<file path="src/rtl/decoder_sel_arbiter.sv">
// decoder_sel_arbiter: round-robin arbiter driving a shared 3->8 select decoder with break-before-make bursts
module decoder_sel_arbiter #(
    parameter int MAX_BURST   = 4,
    parameter int DEAD_CYCLES = 1
) (
    input  logic       clk,
    input  logic       rst,
    input  logic [7:0] req,
    output logic [2:0] A,
    output logic       N_E1,
    output logic       N_E2,
    output logic       E3,
    output logic [7:0] gnt,
    output logic       busy
);
    localparam logic [1:0] IDLE   = 2'd0;
    localparam logic [1:0] SETUP  = 2'd1;
    localparam logic [1:0] ACTIVE = 2'd2;
    localparam logic [1:0] DEAD   = 2'd3;
    localparam logic [3:0] BURST_LAST = 4'(MAX_BURST - 1);
    localparam logic [3:0] DEAD_LAST  = 4'(DEAD_CYCLES - 1);
    logic [1:0] state;
    logic [2:0] idx, ptr, win;
    logic [3:0] cnt;
    logic       en;
    // scan from farthest to nearest so the first set bit after ptr overrides
    always_comb begin
        win = ptr;
        for (int i = 8; i >= 1; i--)
            if (req[ptr + 3'(i)]) win = ptr + 3'(i);
    end
    always_ff @(posedge clk or posedge rst) begin
        if (rst) begin
            state <= IDLE;
            idx   <= 3'd0;
            ptr   <= 3'd7;
            cnt   <= 4'd0;
        end else begin
            case (state)
                IDLE: if (|req) begin
                    idx   <= win;
                    ptr   <= win;
                    state <= SETUP;
                end
                SETUP: begin
                    cnt   <= 4'd0;
                    state <= ACTIVE;
                end
                ACTIVE: if (!req[idx] || cnt == BURST_LAST) begin
                    cnt   <= 4'd0;
                    state <= DEAD;
                end else begin
                    cnt <= cnt + 4'd1;
                end
                default: if (cnt == DEAD_LAST) begin
                    cnt <= 4'd0;
                    if (|req) begin
                        idx   <= win;
                        ptr   <= win;
                        state <= SETUP;
                    end else begin
                        state <= IDLE;
                    end
                end else begin
                    cnt <= cnt + 4'd1;
                end
            endcase
        end
    end
    assign en   = state == ACTIVE;
    assign A    = idx;
    assign N_E1 = ~en;
    assign N_E2 = ~en;
    assign E3   = en;
    assign gnt  = en ? 8'd1 << idx : 8'd0;
    assign busy = state != IDLE;
endmodule

</file>
<file path="config.mk">
export PLATFORM = sky130hd
export DESIGN_NAME = decoder_sel_arbiter
export DESIGN_NICKNAME = d
export VERILOG_FILES = /design/src/rtl/decoder_sel_arbiter.sv
export SDC_FILE = /design/constraint.sdc
export NUM_CORES = 1
export LEC_CHECK = 0
export ABC_AREA = 1
export CORE_MARGIN = 2
export CORE_UTILIZATION = 52
export DETAILED_ROUTE_END_ITERATION = 8
export HOLD_SLACK_MARGIN = 0.08
export PLACE_DENSITY = 0.79
export SLEW_MARGIN = 20
export SYNTH_ARGS = -nofsm -noshare
export SYNTH_HDL_FRONTEND = slang
export SYNTH_SLANG_ARGS = --single-unit
</file>
<file path="constraint.sdc">
create_clock -name clk -period 3 [get_ports clk]
set_clock_uncertainty 0.2 [all_clocks]
set_input_delay 0.3 -clock clk [delete_from_list [all_inputs] [get_ports clk]]
set_output_delay 0.3 -clock clk [all_outputs]
set_load 0.01 [all_outputs]
</file>
### After elaboration in Yosys (flattened, before gate mapping)

Cells that the tools add are included.

* register bits after elaboration: 12
* output and inout bits: 15
* latch bits: 0
* ROM bits: 0
* memories kept: 0
* word-level logic and storage cells: 77
* memory bits (writable): 0
* input port bits: 10

* equal/unequal tests: 5
* muxes and demuxes: 38
* divide/modulo/power cells: 0
* magnitude comparators: 8
* $add $sub $neg: 8
* reductions and logical operators: 11
* bitwise logic cells: 2
* shift operators: 1
* multiply operators: 0

Operators by type and width (count)
* $mux W3: 11
* $lt A3 B4 Y1 const B: 8
* $bmux W1 S3: 8
* $add A3 B3 Y3 const B: 4
* $pmux W3 S2: 2
* $pmux W4 S3: 1
* $mux W1: 9
* $mux W4: 2
* $mux W8: 1
* $reduce_or A8 Y1: 1
* $shl A1 B3 Y8 const A: 1
* $add A3 B2 Y3 const B: 2
* $mux W2: 3
* $pmux W2 S3: 1
* $add A4 B1 Y4 const B: 1
* $eq A4 B2 Y1 const B: 1
* $logic_not A4 Y1: 1
* $reduce_bool A2 Y1: 2
* $reduce_bool A4 Y1: 1
* $add A3 B1 Y3 const B: 1
* $reduce_and A3 Y1: 1
* $eq A2 B1 Y1 const B: 1
* $eq A2 B2 Y1 const B: 1
* $logic_not A2 Y1: 1
* other kinds (7): 8

### Logic depth before layout (Yosys ltp)

* depth in word-level cells: 13
* depth in mapped cells: 19
* gate-level depth less buffers: 18

### Worst setup path after synthesis

Ideal clock, no wire load.

* kind: register to register
* start point: register ptr[1]
* end point: register idx[1], in the netlist A[1]
* path slack: 0.674 ns
* stages on the path, launching flop included: 16
* required time: 2.682 ns
* arrival time: 2.008 ns
* library setup time: 0.118 ns
* cell sequence: dfstp_2 buf_2 inv_2 ha_1 inv_1 nand3_1 nand3_1 nand2_2 a21oi_1 nand2_1 nand2_1 nand2_1 nand2_1 nand2_1 nand2_1 nand2_1

* word-level cells in the longest chain between the ends: 13

Ends and longest elaborated chain
* start, declared: line 23 `logic [2:0] idx, ptr, win;`
* start signal, assigned: line 42 `ptr <= win;`
* start signal, assigned: line 59 `ptr <= win;`
* $add A3 B3 Y3: line 30 `if (req[ptr + 3'(i)]) win = ptr + 3'(i);`
* $bmux W1 S3: line 30
* $mux W1 (implied by the code): line 30
* $mux W3 (6 in series): line 30
* $mux W3 (*): line 30
* $mux W3 (*): line 40, 57
* $mux W3: line 55 `default: if (cnt == DEAD_LAST) begin`
* $pmux W3 S2 (*): line 39 `case (state)`
* end signal, assigned: line 41 `idx <= win;`
* end signal, assigned: line 58 `idx <= win;`
* end, declared: line 23

Every way passes the cells marked *; elsewhere a longest branch is shown, timed or not. The select of a mux whose other input is x is not followed.
A chain may end at the register's enable or synchronous reset.

### Final worst setup path

* start point: register ptr[0]
* end point: register idx[0], in the netlist A[0]

Same word-level chain as after synthesis.

==> results_dict.tcl <==
set metrics [dict create \
    initial_utilization 0.547 \
    holdBufCountCts 0 \
    ioPinCount 25 \
    worst-setup-path-type "register to register" \
    worstPathRequired_ns 2.98 \
    detail_route.first_pass.iterations 4 \
    final_antenna_net_count 0 \
    finalNetCount 272 \
    port_buffers 24 \
    final_cell_mix "88 x nand2_1, 32 x nand3_1, 31 x inv_1" \
    run_status "finished clean" \
    cts_post_setup_buffers_inserted 0 \
    tritoncts.num_buffers 3 \
    post_detailed_route_via_to_cell_ratio 5.29 \
    fmax_mhz 382 \
    avgSynthCellArea_um2 5.87 \
    antenna_cells_inserted 0 \
    synth.area.top_cells "nand2_1 25%, dfrtp_1 17%, nand3_1 12%" \
    max_cap_violations 0 \
    portion_of_the_clock_cycle_consumed_by_the_worst_path_in_the_final_layout 0.873 \
    drc 0 \
    clkLatencyLatePin_ns 0.28 \
    cts_num_sinks 12 \
    num_vias 1497 \
    grt_pass1_vias 1282 \
    syn-instance-count 229 \
    tritoncts "yes" \
    gr-usage-all-layers 0.243 \
    rrSetupSlack_ns 0.38 \
    route.final.wire_length_um 3440 \
    clock_tree.root_cell "clkbuf_4" \
    dieArea_um2 3010 \
    max_slew_margin 0.698 \
    dr_iter_0_viols 30 \
    synth.net_count 247 \
    grt.overflow.total 0 \
    synth-seq-cells 12 \
    max_slew.worst_pin.slew_ns 0.452 \
    layout.cells.most_common "nand2_1" \
    hold_class "input pin to async pin" \
    yosys.area.top_type "nand2_1" \
    critPathMaxFanout 12 \
    final_period_minus_worst_setup_slack_ns 2.62 \
    placement_rows 18 \
    timing_hold_violations_final 0 \
    netlist_area_um2 1340 \
    worstSetupStartpoint "ptr[0]" \
    setup_viol 0 \
    grt_max_degree 13 \
    sequential_share_of_the_synthesized_area 0.226 \
    synth_warnings 0 \
    die_height_um 54.8 \
    syn_to_final_growth_pct 20.5 \
    antenna_found_initial 0 \
    clk_path_buf_depth 2 \
    grt_pass1_wl_um 5330 \
    synth_top_area_share 0.246 \
    synth.distinct_cells 25 \
    post_cts_resize_count 0 \
    dp.final_hpwl_um 2660 \
    worst_r2r_startpoint "ptr[0]" \
    worst_setup_hold_path_clk_slew_ns 0.08 \
    finalMaxSlewViolations 0 \
    htreeDepth 1 \
    die_width_um 54.8 \
    placeableCoreArea_um2 2450 \
    drive_gt1_frac 0.0711 \
    finalSetupTns_ns 0 \
    place.gp.congestion 0.842 \
    wire_per_inst_um 12.1 \
    critical_path.startpoint_type "register" \
    rsz_0062_raised_after_global_routing "false" \
    setup.worst_path.end_class "register" \
    worstPathArrival_ns 2.60 \
]
[path summary, 6_finish.rpt]
path,cells after the start,to
max in group asynchronous,2,ptr[0]
min in group clk,2,ptr[2]
worst min-delay path,2,cnt[3]
worst max register to register,14,A[0]
worst min register to register,2,ptr[2]
worst max-delay path,14,A[0]
[worst max-delay path, stage by stage (launching register included)]
cell and delay (ns):
dfstp_2 0.66, inv_2 0.12, ha_1 0.40, inv_1 0.18, nand3_1 0.20, nand3_1 0.15, nand2_2 0.08, inv_1 0.05
nand2_1 0.04, nand2_1 0.05, nand2_1 0.07, nand2_1 0.08, nand3_1 0.07, nand3_1 0.11, nand2_1 0.06
[registers in the layout, summed over array words and instances (netlist names)]
| name | cells |
|---|---|
| cnt | 4 |
| A | 3 |
| ptr | 3 |
| state | 2 |
[per-stage QoR]
step	cells	util	hold WS (ns)	cell area, um^2	worst slack, ns
after floorplan	229	-	-0.0374	1340	0.674
after global placement	279	0.649	0.323	1590	0.454
after detailed placement	279	0.649	0.337	1590	0.430
after CTS	283	0.660	0.128	1620	0.414
after global routing	283	0.660	0.171	1620	0.118
final	283	0.660	0.111	1620	0.380
[cell families after synthesis]
group | Yosys count | synth area share
AOI/OAI and AO/OA | 26 | 0.105
xor gates and xnor gates | 3 | 0.0251
adders and majority gates | 8 | 0.0745
buffers and inverters | 40 | 0.123
DFF | 12 | 0.226
and+or+nand+nor | 140 | 0.446
[routing by layer]
layer / routed length, um / track usage / vias to the layer above
met3: 128 / 0.00820 / 3
met4: 26 / 0.0625 / 0
met1: 1600 / 0.316 / 691
met5: 0 / 0 / -
met2: 1680 / 0.438 / 26
li1: - / - / 777
[cell usage after synthesis (all sizes together)]
cell type  count
ha             8
clkinv         1
dfstp          3
inv           35
a211oi         1
nor2          11
a31oi          2
xnor2          1
xor2           2
nand2         91
o21ai          5
nand3         35
o211ai         1
a21oi         14
o22ai          3
nor4           3
buf            4
dfrtp          9
[cell type report]
type                            instances  area (um^2)
Clock buffer                            4         26.3
Fill cell                             251          836
Inverter                               36          136
Multi-Input combinational cell        177          875
Sequential cell                        12          304
Tap cell                               30         37.5
Timing Repair Buffer                   24          240
Power is not shown: default switching activity piles up to over one toggle a cycle in this logic, so the estimate is an artifact.
